$ cat src/rtl/nibble_adder_pkg.sv
// Shared definitions for the nibble-serial adder.
//   NIBBLE_W     - width of one datapath slice (one nibble)
//   nsa_state_t  - controller state encoding
package nibble_adder_pkg;

    localparam int NIBBLE_W = 4;

    typedef enum logic [1:0] {
        IDLE = 2'd0,
        RUN  = 2'd1,
        DONE = 2'd2
    } nsa_state_t;

endpackage : nibble_adder_pkg

$ cat src/rtl/adder_4bit_proc.sv
// 4-bit ripple-carry adder, purely combinational.
// Ports:
//   ina, inb   - 4-bit addends
//   carry_in   - carry into bit 0
//   sum_out    - 4-bit sum
//   carry_out  - carry out of bit 3
module adder_4bit_proc (
    input  logic [3:0] ina,
    input  logic [3:0] inb,
    input  logic       carry_in,
    output logic [3:0] sum_out,
    output logic       carry_out
);

    logic [4:0] carry;

    always_comb begin
        carry    = '0;
        sum_out  = '0;
        carry[0] = carry_in;
        for (int i = 0; i < 4; i++) begin
            sum_out[i]   = ina[i] ^ inb[i] ^ carry[i];
            carry[i + 1] = (ina[i] & inb[i]) | (carry[i] & (ina[i] ^ inb[i]));
        end
        carry_out = carry[4];
    end

endmodule : adder_4bit_proc

$ cat src/rtl/nibble_serial_adder.sv
// Wide adder that processes one nibble per clock through a single 4-bit
// ripple adder. Operands are taken on a valid/ready handshake, the sum is
// assembled nibble by nibble and offered on a second valid/ready handshake.
//
// state | meaning
// ------+---------------------------------------------------------------
// IDLE  | waiting for operands, in_ready high
// RUN   | one nibble added per edge, NIBBLES edges total
// DONE  | result held on out_sum/out_cout until out_ready
//
// Ports:
//   clk, rst_n            - clock, async active-low reset
//   in_valid/in_ready     - operand handshake
//   in_a, in_b, in_cin    - operands and carry into nibble 0
//   out_valid/out_ready   - result handshake
//   out_sum, out_cout     - registered result and carry out of top nibble
//   busy                  - high in RUN or DONE
module nibble_serial_adder
    import nibble_adder_pkg::*;
#(
    parameter int NIBBLES = 4
) (
    input  logic                      clk,
    input  logic                      rst_n,
    input  logic                      in_valid,
    output logic                      in_ready,
    input  logic [4*NIBBLES-1:0]      in_a,
    input  logic [4*NIBBLES-1:0]      in_b,
    input  logic                      in_cin,
    output logic                      out_valid,
    input  logic                      out_ready,
    output logic [4*NIBBLES-1:0]      out_sum,
    output logic                      out_cout,
    output logic                      busy
);

    localparam int W     = NIBBLE_W * NIBBLES;
    localparam int IDX_W = (NIBBLES > 1) ? $clog2(NIBBLES) : 1;
    localparam logic [IDX_W-1:0] LAST_IDX = IDX_W'(NIBBLES - 1);

    nsa_state_t         state;
    logic [W-1:0]       a_q;
    logic [W-1:0]       b_q;
    logic [W-1:0]       s_q;
    logic               c_q;
    logic [IDX_W-1:0]   idx;

    logic [NIBBLE_W-1:0] nib_sum;
    logic                nib_cout;
    logic [W-1:0]        nib_sum_top;

    adder_4bit_proc u_adder (
        .ina       (a_q[NIBBLE_W-1:0]),
        .inb       (b_q[NIBBLE_W-1:0]),
        .carry_in  (c_q),
        .sum_out   (nib_sum),
        .carry_out (nib_cout)
    );

    // New nibble lands in the top slot; written as a shift so that the
    // single-nibble configuration needs no special case.
    assign nib_sum_top = W'(nib_sum) << (W - NIBBLE_W);

    always_ff @(posedge clk or negedge rst_n) begin
        if (!rst_n) begin
            state <= IDLE;
            a_q   <= '0;
            b_q   <= '0;
            s_q   <= '0;
            c_q   <= 1'b0;
            idx   <= '0;
        end else begin
            case (state)
                IDLE: begin
                    if (in_valid) begin
                        a_q   <= in_a;
                        b_q   <= in_b;
                        c_q   <= in_cin;
                        s_q   <= '0;
                        idx   <= '0;
                        state <= RUN;
                    end
                end
                RUN: begin
                    a_q <= a_q >> NIBBLE_W;
                    b_q <= b_q >> NIBBLE_W;
                    s_q <= (s_q >> NIBBLE_W) | nib_sum_top;
                    c_q <= nib_cout;
                    idx <= idx + 1'b1;
                    if (idx == LAST_IDX) begin
                        state <= DONE;
                    end
                end
                DONE: begin
                    if (out_ready) begin
                        state <= IDLE;
                    end
                end
                default: state <= IDLE;
            endcase
        end
    end

    assign in_ready  = (state == IDLE);
    assign out_valid = (state == DONE);
    assign busy      = (state == RUN) || (state == DONE);
    assign out_sum   = s_q;
    assign out_cout  = c_q;

endmodule : nibble_serial_adder

$ cat config.mk
export PLATFORM = sky130hd
export DESIGN_NAME = nibble_serial_adder
export DESIGN_NICKNAME = d
export VERILOG_FILES = /design/src/rtl/nibble_adder_pkg.sv /design/src/rtl/adder_4bit_proc.sv /design/src/rtl/nibble_serial_adder.sv
export SDC_FILE = /design/constraint.sdc
export NUM_CORES = 1
export LEC_CHECK = 0
export CAP_MARGIN = 0
export CORE_MARGIN = 3
export CORE_UTILIZATION = 53
export CTS_CLUSTER_SIZE = 14
export DETAILED_ROUTE_END_ITERATION = 6
export PLACE_DENSITY = 0.84
export SETUP_SLACK_MARGIN = 0.2
export SKIP_CTS_REPAIR_TIMING = 1
export SLEW_MARGIN = 20
export SYNTH_ARGS = -nofsm -noshare
export SYNTH_HDL_FRONTEND = slang
export SYNTH_SLANG_ARGS = --single-unit
$ cat constraint.sdc
create_clock -name clk -period 4.4 [get_ports clk]
set_input_delay 0.44 -clock clk [delete_from_list [all_inputs] [get_ports clk]]
set_output_delay 0.44 -clock clk [all_outputs]
set_load 0.005 [all_outputs]
Yosys cells after proc, flatten, opt, wreduce, memory -nomap -nowiden. Cells that the tools add are included.

Register bits: 53. Output and inout bits: 20.

Add/subtract/negate cells: 1. Equal/unequal tests: 6. Multiplexer cells: 14. Bitwise logic cells: 21. Reduce and logical (&&, ||, !) cells: 5.

Operators by type and width (count): $pmux 16 s2 (3); $mux 16 (3); $or 12x16->16 (1); $and 1x1->1 (8); $mux 2 (4); $xor 1x1->1 (8); $pmux 2 s3 (1); $eq 2x2->1 const B (2); $ne 2x2->1 const B (2); $or 1x1->1 (4); $pmux 2 s2 (1); $reduce_and 3->1 (1); $add 2x1->2 const B (1); $eq 2x1->1 const B (1); $logic_not 2->1 (1); $ne 2x1->1 const B (1); $pmux 1 s2 (1); $reduce_and 2->1 (1); $reduce_bool 2->1 (1); $logic_or 1x1->1 (1); $mux 1 (1).

Longest topological paths before layout. Gate-level depths: netlist of the first run.

Word-level depth: 10. Mapped depth: 10.

Cells and area by module. Synthesis of the first run repeated with hierarchy kept, for this count alone.

Cell total of the unflattened synthesis: 221. Area, all modules: 2476.1 µm².

Modules (own cells, without submodules): nibble_serial_adder (instances 1, cells an instance 207, area an instance 2358.5 µm², sequential area each 1326.3 µm²); adder_4bit_proc (instances 1, cells an instance 14, area an instance 117.6 µm², sequential area each 0.0 µm²).

Least setup slack after synthesis of the first run. No wires, ideal clock.

Path kind: reg2reg. Start: reg c_q (netlist: out_cout). End: reg s_q[15] (netlist: out_sum[15]). Data arrival time: 2003 ps. Data required time: 4317 ps. Path slack: 2314 ps. Cell stages (with the launch flop): 9. Path buffers: 0. Path through: dfrtp_1 -> fa_1 -> inv_1 -> fa_1 -> inv_1 -> fa_1 -> inv_1 -> fa_1 -> o21ai_0.

Longest elaborated chain between the ends: 9.

RTL lines: start: declaration (RTL line nibble_serial_adder.sv:45) `logic c_q;`; start signal: assignment (RTL line nibble_serial_adder.sv:78) `c_q <= in_cin;`; start signal: assignment (RTL line nibble_serial_adder.sv:88) `c_q <= nib_cout;`; $and 1x1->1 (RTL line adder_4bit_proc.sv:23) `carry[i + 1] = (ina[i] & inb[i]) | (carry[i] & (ina[i] ^ inb[i]));`; $or 1x1->1 (RTL line adder_4bit_proc.sv:23); $and 1x1->1 (RTL line adder_4bit_proc.sv:23); $or 1x1->1 (RTL line adder_4bit_proc.sv:23); $and 1x1->1 (RTL line adder_4bit_proc.sv:23); $or 1x1->1 (RTL line adder_4bit_proc.sv:23); $xor 1x1->1 (RTL line adder_4bit_proc.sv:22) `sum_out[i] = ina[i] ^ inb[i] ^ carry[i];`; $or 12x16->16 (RTL line nibble_serial_adder.sv:87) `s_q <= (s_q >> NIBBLE_W) | nib_sum_top;`; $pmux 16 s2 (RTL line nibble_serial_adder.sv:73) `case (state)`; end signal: assignment (RTL line nibble_serial_adder.sv:87); end: declaration (RTL line nibble_serial_adder.sv:44) `logic [W-1:0] s_q;`.

Every way passes these cells. A chain may end at the register's enable or synchronous reset.

Worst setup path after layout of the first run. Ends and elaborated chain as after synthesis.

==> load_flow_metrics.sql, run 1 <==
INSERT INTO impl_metrics (metric_group, metric, value, unit) VALUES
('route', 'drtPass1Iterations', '4', ''),
('run', 'max-cap-violations', '0', ''),
('logic_synthesis', 'yosys.area.top_type_share', '54.19', '%'),
('sta', 'setup_viol', '0', ''),
('power_and_ir_drop', 'vdd_drop_max', '299.0', 'uV'),
('placed_design', 'port_buffers', '56', ''),
('clock_network', 'htreeDepth', '2', ''),
('global_routing', 'grt_max_degree', '69', ''),
('cells_and_area', 'post-route-cell-area', '3100', 'um2'),
('worst_setup_path', 'worst_setup_path_startpoint', 'out_cout', ''),
('cells_and_area', 'n_antenna_cell', '0', ''),
('cells_and_area', 'multi_input_area', '985.9', 'um2'),
('route', 'count_of_unresolved_drc_violations_after_routing', '0', ''),
('global_routing', 'global_route_wire_length_before_repair', '8.307', 'mm'),
('placed_design', 'detailed_place.area', '2989', 'um2'),
('logic_synthesis', 'ys_async_sr_fraction', '100.0', '%'),
('die', 'start_util', '55.44', '%'),
('cells_and_area', 'register_area', '1326', 'um2'),
('sta', 'max-slew-margin-rel', '34.11', '%'),
('logic_synthesis', 'top_cells_by_count_synth', 'sky130_fd_sc_hd__dfrtp_1 (53), sky130_fd_sc_hd__nand2_1 (37), sky130_fd_sc_hd__o21ai_1 (28)', ''),
('global_routing', 'antenna_found_initial', '0', ''),
('logic_synthesis', 'post_synth_main_area_contributors', 'sky130_fd_sc_hd__dfrtp_1 (54%), sky130_fd_sc_hd__mux2i_1 (9.8%), sky130_fd_sc_hd__o21ai_1 (5.7%)', ''),
('worst_setup_path', 'worst_setup_path_end_kind', 'flop', ''),
('die', 'core.rowCount', '24', ''),
('power_and_ir_drop', 'design_power', '2.271', 'mW'),
('die', 'top_level_ports', '57', ''),
('cells_and_area', 'final_layout_size_suffix_gt1_share', '4.797', '%'),
('route', 'wire_per_inst', '15.09', 'um'),
('logic_synthesis', 'post_synth_instance_area', '2447', 'um2'),
('logic_synthesis', 'yosys.cell_types.count', '23', ''),
('cells_and_area', 'num-nets-final', '315', ''),
('route', 'route.detailed.vias_per_inst', '5.610', ''),
('route', 'postRouteWirelength', '4.875', 'mm'),
('power_and_ir_drop', 'power.clock.fraction', '14.6', '%'),
('cells_and_area', 'layout.cells.non_filler', '323', ''),
('global_routing', 'grt_remaining_overflow', '0', ''),
('power_and_ir_drop', 'power.share.sequential', '37.3', '%'),
('route', 'via_count', '1812', ''),
('logic_synthesis', 'synth.net_count', '264', ''),
('route', 'drt-initial-drc-count', '153', ''),
('worst_setup_path', 'critical_path_peak_fanout', '3', ''),
('global_routing', 'first_global_vias', '1805', ''),
('power_and_ir_drop', 'combinationalPowerShare', '48.2', '%'),
('sta', 'layout_worst_path_cycle_share', '51.68', '%'),
('worst_setup_path', 'worst_endpoint_data_arrival_time', '2500', 'ps'),
('clock_network', 'clock_latency', '310', 'ps'),
('run_status', 'outcome', 'completed', ''),
('sta', 'final_hold_viol_count', '0', ''),
('placed_design', 'numPlacedInstances', '315', ''),
('placed_design', 'post_dp_hpwl', '3.489', 'mm'),
('clock_network', 'clk_root_buffer_cell', 'sky130_fd_sc_hd__clkbuf_8', ''),
('clock_network', 'tritoncts', 'built', ''),
('placed_design', 'place_congestion', '0.7209', ''),
('power_and_ir_drop', 'power_switching_share', '38.21', '%'),
('power_and_ir_drop', 'switchingPower', '0.8678', 'mW'),
('logic_synthesis', 'post_synth_edffs', '0', ''),
('worst_setup_path', 'r2r_end', 'out_sum[15]', ''),
('clock_network', 'cts-buffers-inserted', '5', ''),
('clock_network', 'clock-sinks', '53', ''),
('cells_and_area', 'fillers', '360', ''),
('die', 'floorplan_die_width', '73.96', 'um'),
('sta', 'grt_setup_unrepaired', 'no', ''),
('logic_synthesis', 'post_syn_area_per_cell', '11.18', 'um2'),
('logic_synthesis', 'yosys.cell_count.top_type', 'sky130_fd_sc_hd__dfrtp_1', ''),
('sta', 'timing.clock.skew', '6.605', 'ps'),
('global_routing', 'grt_util_all_layers', '19.85', '%'),
('min_path', 'worst_hold_path_type', 'in2async', ''),
('logic_synthesis', 'dominantRegCellSynth', 'sky130_fd_sc_hd__dfrtp_1', ''),
('sta', 'slew_violations', '0', ''),
('sta', 'setup_tns', '0', 'ps'),
('worst_setup_path', 'path_class', 'reg2reg', '');
[sequential cells by signal (all words and copies together) (netlist names)]
register  cells
idx           2
b_q          16
out_cout      1
a_q          16
out_sum      16
state         2
[per-layer routing]
metal	share of wire, %	vias to the layer above	global-route usage, %
li1	-	864	-
met1	43	881	25.69
met2	49	58	33.37
met3	6.3	9	5.405
met4	1.5	0	4.829
met5	0	-	0
[critical path, cell delays in order (launching register included)]
cell and delay, ps:
sky130_fd_sc_hd__dfrtp_1 430, sky130_fd_sc_hd__fa_1 420, sky130_fd_sc_hd__inv_1 70, sky130_fd_sc_hd__fa_1 150
sky130_fd_sc_hd__inv_1 50, sky130_fd_sc_hd__fa_1 370, sky130_fd_sc_hd__inv_1 80, sky130_fd_sc_hd__fa_1 410
sky130_fd_sc_hd__o21ai_0 190
[worst min-delay path by stage]
stage	startpoint	end	slack (ps)	cells past startpoint
floorplan	rst_n	a_q[0]	140	0
global placement	b_q[7]	b_q[7]	470	2
detailed placement	b_q[7]	b_q[7]	480	2
CTS	rst_n	a_q[2]	250	2
global route	rst_n	out_sum[2]	280	2
finish	rst_n	out_sum[2]	230	2
[cells by family after synthesis]
group / count (synthesis) / synth area share, %
simple gates: 44 / 7.720
flops: 53 / 54.19
compound gates: 64 / 16.41
fa+ha+maj: 8 / 5.317
mux: 25 / 10.74
buf+inv: 25 / 5.623
[through the flow]
| stage | utilization (%) | hold slack [ps] | worst slack [ps] |
|---|---|---|---|
| after floorplan | - | 144.4 | 2314 |
| after CTS | 70.24 | 252.4 | 2103 |
| final | 70.24 | 230.7 | 2126 |
| after detailed placement | 67.72 | 475.2 | 2123 |
| after global routing | 70.24 | 281.3 | 1978 |
| after global placement | 67.72 | 465.6 | 2223 |
[placed cells by master (no fill, tap or decap), drive strengths merged]
master and instances:
fa 4, inv 10, bufinv 1, a22oi 8, nor2b 2, dfrtp 53
or2b 1, nor2 1, buf 3, clkinv 2, mux2i 25, nand2b 2
clkdlybuf4s50 55, clkbuf 6, o21ai 36, a22o 15, and2 1, a31oi 4
a21oi 1, ha 4, nand2 37
[layout make-up]
| class | count | share of cell area [%] |
|---|---|---|
| inverters | 11 | 1.332 |
| well taps | 52 | 2.098 |
| clock buffers | 6 | 2.341 |
| repair buffers | 58 | 18.40 |
| multi-input cells | 141 | 31.80 |
| clock inverters | 2 | 1.251 |
| flip-flops and latches | 53 | 42.78 |
[power by group through the flow]
stage | Clock [mW] | Combinational [mW] | Sequential, mW
CTS | 0.335 | 1.11 | 0.849
global placement | 0 | 1.06 | 0.843
detailed placement | 0 | 1.11 | 0.858
floorplan | 0 | 0.803 | 0.827
global route | 0.360 | 1.22 | 0.878
finish | 0.331 | 1.09 | 0.846
(Power assumes the default switching activity.)
==> inputs of run 2 (changes only) <==
--- a/config.mk
+++ b/config.mk
@@ -7,10 +7,10 @@
 export LEC_CHECK = 0
 export CAP_MARGIN = 0
 export CORE_MARGIN = 3
-export CORE_UTILIZATION = 53
+export CORE_UTILIZATION = 45
 export CTS_CLUSTER_SIZE = 14
 export DETAILED_ROUTE_END_ITERATION = 6
-export PLACE_DENSITY = 0.84
+export PLACE_DENSITY = 0.76
 export SETUP_SLACK_MARGIN = 0.2
 export SKIP_CTS_REPAIR_TIMING = 1
 export SLEW_MARGIN = 20
==> constraint.sdc (replaced) <==
create_clock -name clk -period 1.9 [get_ports clk]
set_input_delay 0.19 -clock clk [delete_from_list [all_inputs] [get_ports clk]]
set_output_delay 0.19 -clock clk [all_outputs]
set_load 0.005 [all_outputs]
==> load_flow_metrics.sql, run 2 (same netlist as run 1, synthesis figures left out) <==
INSERT INTO impl_metrics (metric_group, metric, value, unit) VALUES
('cells_and_area', 'n_antenna_cell', '0', ''),
('route', 'drt-initial-drc-count', '72', ''),
('cells_and_area', 'num-nets-final', '327', ''),
('route', 'via_count', '1800', ''),
('clock_network', 'htreeDepth', '2', ''),
('clock_network', 'cts.reportedPaths.clkPinSlew', '90', 'ps'),
('clock_network', 'cts-buffers-inserted', '5', ''),
('clock_network', 'clock_latency', '300', 'ps'),
('sta', 'hold_slack', '422.1', 'ps'),
('placed_design', 'place_congestion', '0.8198', ''),
('sta', 'grt_setup_unrepaired', 'yes', ''),
('global_routing', 'grt_remaining_overflow', '0', ''),
('cells_and_area', 'final_layout_size_suffix_gt1_share', '11.31', '%'),
('global_routing', 'grt_max_degree', '52', ''),
('cells_and_area', 'layout.cells.most_common_list', 'sky130_fd_sc_hd__clkdlybuf4s50_1 (54), sky130_fd_sc_hd__dfrtp_1 (53), sky130_fd_sc_hd__nand2_1 (37), sky130_fd_sc_hd__o21ai_1 (29), sky130_fd_sc_hd__mux2i_1 (24)', ''),
('worst_setup_path', 'startpoint_type', 'flop', ''),
('cells_and_area', 'layout.core_utilization', '62.55', '%'),
('sta', 'layout_worst_path_cycle_share', '108.6', '%'),
('worst_setup_path', 'critical_path_peak_fanout', '2', ''),
('global_routing', 'first_global_vias', '1842', ''),
('run', 'max-cap-violations', '0', ''),
('sta', 'worst_pin_slew', '576.9', 'ps'),
('route', 'wire_per_inst', '13.50', 'um'),
('cells_and_area', 'post-route-cell-area', '3236', 'um2'),
('clock_network', 'clock-sinks', '53', ''),
('sta', 'max-slew-margin-rel', '61.54', '%'),
('die', 'die_area', '6359', 'um2'),
('worst_setup_path', 'worst_endpoint_data_arrival_time', '2300', 'ps'),
('placed_design', 'post_dp_hpwl', '3.678', 'mm'),
('cells_and_area', 'area_growth', '32.21', '%'),
('worst_setup_path', 'path_class', 'reg2reg', ''),
('clock_network', 'tritoncts', 'built', ''),
('placed_design', 'detailed_place.area', '3097', 'um2'),
('worst_setup_path', 'r2r_end', 'out_sum[15]', ''),
('placed_design', 'port_buffers', '56', ''),
('sta', 'slew_violations', '0', ''),
('clock_network', 'clockBufferDepth', '2', ''),
('worst_setup_path', 'worst_setup_path_end_kind', 'flop', ''),
('die', 'top_level_ports', '57', ''),
('die', 'start_util', '47.31', '%'),
('global_routing', 'global_route_wire_length_before_repair', '8.211', 'mm'),
('route', 'antenna_violating_nets_post_route', '0', ''),
('die', 'core_region_area', '5172', 'um2'),
('sta', 'timing.clock.skew', '9.299', 'ps'),
('run_status', 'outcome', 'finished, violations left', ''),
('min_path', 'worst_hold_path_type', 'in2async', ''),
('worst_setup_path', 'rr_startpoint', 'b_q[0]', ''),
('route', 'drtPass1Iterations', '4', ''),
('power_and_ir_drop', 'p_leak', '1.437', 'nW'),
('worst_setup_path', 'reg2reg_path_depth', '8', ''),
('power_and_ir_drop', 'vdd_drop_max', '777.3', 'uV'),
('power_and_ir_drop', 'power_per_standard_cell_area', '1657', 'nW/um2'),
('die', 'floorplan_die_width', '79.75', 'um'),
('worst_setup_path', 'required_time_of_the_critical_path', '2140', 'ps'),
('route', 'route.detailed.vias_per_inst', '5.099', ''),
('cells_and_area', 'most_common_cell_after_layout_fill_and_taps_aside', 'sky130_fd_sc_hd__clkdlybuf4s50_1', ''),
('die', 'chipHeight', '79.75', 'um'),
('sta', 'final_hold_viol_count', '0', ''),
('cells_and_area', 'layout.cells.non_filler', '353', ''),
('sta', 'final.setup.worst_slack', '-163.0', 'ps'),
('route', 'postRouteWirelength', '4.765', 'mm'),
('route', 'count_of_unresolved_drc_violations_after_routing', '0', ''),
('worst_setup_path', 'worst_setup_path_startpoint', 'b_q[0]', ''),
('global_routing', 'antenna_found_initial', '0', ''),
('placed_design', 'numPlacedInstances', '340', ''),
('sta', 'post-route-min-period', '2063', 'ps'),
('run_status', 'violations_in_the_final_reports', 'setup timing', ''),
('die', 'core.rowCount', '26', ''),
('sta', 'clock.fmax', '484.7', 'MHz'),
('global_routing', 'grt_util_all_layers', '16.33', '%'),
('worst_setup_path', 'timing.reg2reg.setup_slack', '-160', 'ps'),
('clock_network', 'clk_root_buffer_cell', 'sky130_fd_sc_hd__clkbuf_8', ''),
('sta', 'setup_viol', '2', '');
## run 2: changes by cell type in the layout (fill, tap and decap cells not counted), moves of 2 or more
cell / change
sky130_fd_sc_hd__inv_2: +5
sky130_fd_sc_hd__inv_1: -5
sky130_fd_sc_hd__buf_12: +2
sky130_fd_sc_hd__buf_4: +9
sky130_fd_sc_hd__fa_1: -3
sky130_fd_sc_hd__fa_2: +3
## run 2: stage by stage
step / setup TNS (ps) / worst slack (ps) / total power, mW
global route: -482.5 / -276.0 / 5.844
CTS: -284.9 / -176.6 / 5.346
finish: -253.4 / -163.0 / 5.363
floorplan: -86.17 / -86.17 / 3.805
global placement: -136.2 / -111.1 / 4.617
detailed placement: -257.8 / -156.1 / 4.738
## run 2: metal layers
metal  share of wire (%)  track usage, %  vias to the layer above  routed length (um)
li1                    -               -                      884                   -
met1                  46           20.99                      865                2187
met2                  48           27.21                       46                2267
met3                 5.5           4.740                        5                 262
met4                0.99           4.054                        0                  47
met5                   0               0                        -                   0
## run 2: worst max-delay path by stage
stage             endpoint  depth (start not counted)
2_1_floorplan  out_sum[15]                          8
3_3_place_gp   out_sum[15]                          8
3_5_place_dp   out_sum[15]                          8
4_1_cts        out_sum[15]                          8
5_1_grt        out_sum[15]                          8
6_report       out_sum[15]                          8
## run 2: where the power goes
group | leakage [nW] | internal, mW | switching [mW]
registers | 0.684 | 1.63 | 0.320
logic | 0.715 | 1.43 | 1.38
clock network | 0.0385 | 0.261 | 0.344
## run 2: layout make-up
type	instances	area, um2
Clock buffer	7	76.32
Tap cell	70	87.58
Sequential cell	53	1326
Timing Repair Buffer	70	690.7
Multi-Input combinational cell	141	1006
Clock inverter	1	7.507
Inverter	11	41.29
Fill cell	443	1937
## run 2: critical path, stage by stage, from the launching register on
cell and delay (ps):
sky130_fd_sc_hd__dfrtp_1 410, sky130_fd_sc_hd__fa_2 400, sky130_fd_sc_hd__inv_2 60, sky130_fd_sc_hd__fa_2 180
sky130_fd_sc_hd__inv_2 40, sky130_fd_sc_hd__fa_2 320, sky130_fd_sc_hd__inv_2 60, sky130_fd_sc_hd__fa_1 410
sky130_fd_sc_hd__o21ai_1 120
==> inputs of run 3 (changes only) <==
--- a/config.mk
+++ b/config.mk
@@ -6,7 +6,7 @@
 export NUM_CORES = 1
 export LEC_CHECK = 0
 export CAP_MARGIN = 0
-export CORE_MARGIN = 3
+export CORE_MARGIN = 2
 export CORE_UTILIZATION = 45
 export CTS_CLUSTER_SIZE = 14
 export DETAILED_ROUTE_END_ITERATION = 6
==> load_flow_metrics.sql, run 3 (same netlist as run 1, synthesis figures left out) <==
INSERT INTO impl_metrics (metric_group, metric, value, unit) VALUES
('clock_network', 'clockBufferDepth', '2', ''),
('die', 'core_region_area', '5172', 'um2'),
('sta', 'timing.clock.skew', '7.806', 'ps'),
('run_status', 'outcome', 'finished, violations left', ''),
('sta', 'slew_violations', '0', ''),
('cells_and_area', 'area_growth', '33.84', '%'),
('cells_and_area', 'fillers', '407', ''),
('worst_setup_path', 'worst_setup_path_end_kind', 'flop', ''),
('global_routing', 'grt_util_all_layers', '16.49', '%'),
('worst_setup_path', 'worst-path-buf-inv', '3', ''),
('placed_design', 'detailed_place.area', '3089', 'um2'),
('route', 'route.detailed.vias_per_inst', '5.017', ''),
('sta', 'final_hold_viol_count', '0', ''),
('power_and_ir_drop', 'switchingPower', '2.033', 'mW'),
('placed_design', 'place_congestion', '0.7871', ''),
('global_routing', 'antenna_found_initial', '0', ''),
('worst_setup_path', 'startpoint_type', 'flop', ''),
('die', 'chipHeight', '77.75', 'um'),
('sta', 'post-route-min-period', '2066', 'ps'),
('clock_network', 'clk_root_buffer_cell', 'sky130_fd_sc_hd__clkbuf_8', ''),
('placed_design', 'port_buffers', '56', ''),
('worst_setup_path', 'critical_path_peak_fanout', '2', ''),
('worst_setup_path', 'crit_path_cell_trace', 'fa_2 -> inv_2 -> fa_2 -> inv_2 -> fa_2 -> inv_2 -> fa_1 -> o21ai_1', ''),
('power_and_ir_drop', 'power.clock.fraction', '15.8', '%'),
('sta', 'final.setup.worst_slack', '-166.0', 'ps'),
('sta', 'max-slew-margin-rel', '63.90', '%'),
('clock_network', 'clock_latency', '300', 'ps'),
('power_and_ir_drop', 'power.share.sequential', '35.1', '%'),
('die', 'die_area', '6044', 'um2'),
('global_routing', 'first_global_vias', '1654', ''),
('cells_and_area', 'post-route-cell-area', '3276', 'um2'),
('power_and_ir_drop', 'vdd_drop_max', '802.4', 'uV'),
('route', 'antenna_violating_nets_post_route', '0', ''),
('run', 'max-cap-violations', '0', ''),
('cells_and_area', 'layout.core_utilization', '63.33', '%'),
('sta', 'setup_viol', '2', ''),
('global_routing', 'grt_remaining_overflow', '0', ''),
('cells_and_area', 'register_area', '1326', 'um2'),
('clock_network', 'tritoncts', 'built', ''),
('sta', 'grt_setup_unrepaired', 'yes', ''),
('worst_setup_path', 'cpLargestDelayFamily', 'adder cells', ''),
('power_and_ir_drop', 'p_leak', '1.473', 'nW'),
('sta', 'setup_tns', '-270.5', 'ps'),
('route', 'drt-initial-drc-count', '79', ''),
('route', 'via_count', '1761', ''),
('route', 'drtPass1Iterations', '4', ''),
('worst_setup_path', 'worst_endpoint_data_arrival_time', '2300', 'ps'),
('worst_setup_path', 'required_time_of_the_critical_path', '2130', 'ps'),
('route', 'count_of_unresolved_drc_violations_after_routing', '0', ''),
('worst_setup_path', 'critPathSlowestCell', 'sky130_fd_sc_hd__dfrtp_1', ''),
('cells_and_area', 'n_antenna_cell', '0', ''),
('route', 'postRouteWirelength', '4.657', 'mm'),
('die', 'start_util', '47.31', '%'),
('clock_network', 'htreeDepth', '2', ''),
('worst_setup_path', 'critical-path-max-stage-delay', '410', 'ps'),
('clock_network', 'clock-sinks', '53', ''),
('global_routing', 'grt_max_degree', '52', ''),
('placed_design', 'post_dp_hpwl', '3.461', 'mm'),
('min_path', 'worst_hold_path_type', 'in2async', ''),
('route', 'wire_per_inst', '13.27', 'um'),
('power_and_ir_drop', 'power_per_standard_cell_area', '1701', 'nW/um2'),
('clock_network', 'cts.reportedPaths.clkPinSlew', '100', 'ps'),
('cells_and_area', 'multi_input_area', '1008', 'um2'),
('cells_and_area', 'final_layout_size_suffix_gt1_share', '11.74', '%'),
('run_status', 'violations_in_the_final_reports', 'setup timing', ''),
('clock_network', 'cts-buffers-inserted', '5', ''),
('sta', 'layout_worst_path_cycle_share', '108.7', '%'),
('cells_and_area', 'layout.cells.most_common_list', 'sky130_fd_sc_hd__dfrtp_1 (53), sky130_fd_sc_hd__clkdlybuf4s50_1 (53), sky130_fd_sc_hd__nand2_1 (37), sky130_fd_sc_hd__o21ai_1 (29), sky130_fd_sc_hd__mux2i_1 (24)', ''),
('global_routing', 'global_route_wire_length_before_repair', '7.810', 'mm'),
('worst_setup_path', 'path_class', 'reg2reg', ''),
('die', 'core.rowCount', '26', ''),
('power_and_ir_drop', 'combinationalPowerShare', '49.1', '%'),
('die', 'floorplan_die_width', '77.75', 'um'),
('power_and_ir_drop', 'power.internal', '3.537', 'mW'),
('sta', 'worst_pin_slew', '541.5', 'ps'),
('power_and_ir_drop', 'power_switching_share', '36.50', '%'),
('sta', 'clock.fmax', '484.0', 'MHz'),
('cells_and_area', 'num-nets-final', '325', ''),
('die', 'top_level_ports', '57', '');
run 3: changes by cell type in the layout (fill, tap and decap cells not counted):
cell	before	now
sky130_fd_sc_hd__buf_4	11	9
sky130_fd_sc_hd__bufinv_16	0	2
sky130_fd_sc_hd__clkbuf_1	2	0
sky130_fd_sc_hd__clkdlybuf4s50_1	54	53
sky130_fd_sc_hd__clkinv_2	0	1
sky130_fd_sc_hd__clkinvlp_4	1	0
sky130_fd_sc_hd__dlymetal6s2s_1	1	2
sky130_fd_sc_hd__ha_1	2	1
sky130_fd_sc_hd__ha_2	1	2
run 3: area by class of cell:
type	count	share of cell area (%)
inverter	11	1.261
clock buffer	5	2.101
clock inverter	3	1.986
sequential	53	40.49
multi-input combinational	141	30.79
timing repair buffer	68	20.70
tap	70	2.674
run 3: power by group through the flow:
stage	combinational, mW	clock (mW)	sequential, mW
6_report	2.73	0.883	1.95
5_1_grt	3.05	0.955	2.02
4_1_cts	2.70	0.906	1.96
3_5_place_dp	2.69	0	1.98
3_3_place_gp	2.62	0	1.95
2_1_floorplan	1.89	0	1.92
run 3: metal layers:
layer	GRT usage (%)	vias to the layer above	part of all wire, %
li1	-	884	-
met1	22.55	819	47
met2	25.69	53	47
met3	4.651	5	5.4
met4	4.821	0	0.73
met5	0	-	0
run 3: worst paths after layout:
check	cells after the start	startpoint	end	slack, ps
worst max-delay path	8	b_q[0]	out_sum[15]	-170
worst min-delay path	2	rst_n	a_q[0]	400
worst max register to register	8	b_q[0]	out_sum[15]	-170
worst min register to register	2	b_q[1]	b_q[1]	490
max in group asynchronous	3	rst_n	b_q[0]	950
min in group clk	2	b_q[1]	b_q[1]	490
run 3: per-stage QoR:
step	cells	hold slack, ps	total power, mW	setup slack (ps)
floorplan	219	-105.6	3.805	-86.17
global placement	339	202.2	4.576	-110.6
detailed placement	339	202.5	4.677	-155.6
CTS	347	-133.1	5.566	-175.6
global route	351	439.9	6.024	-253.0
finish	351	395.5	5.570	-166.0
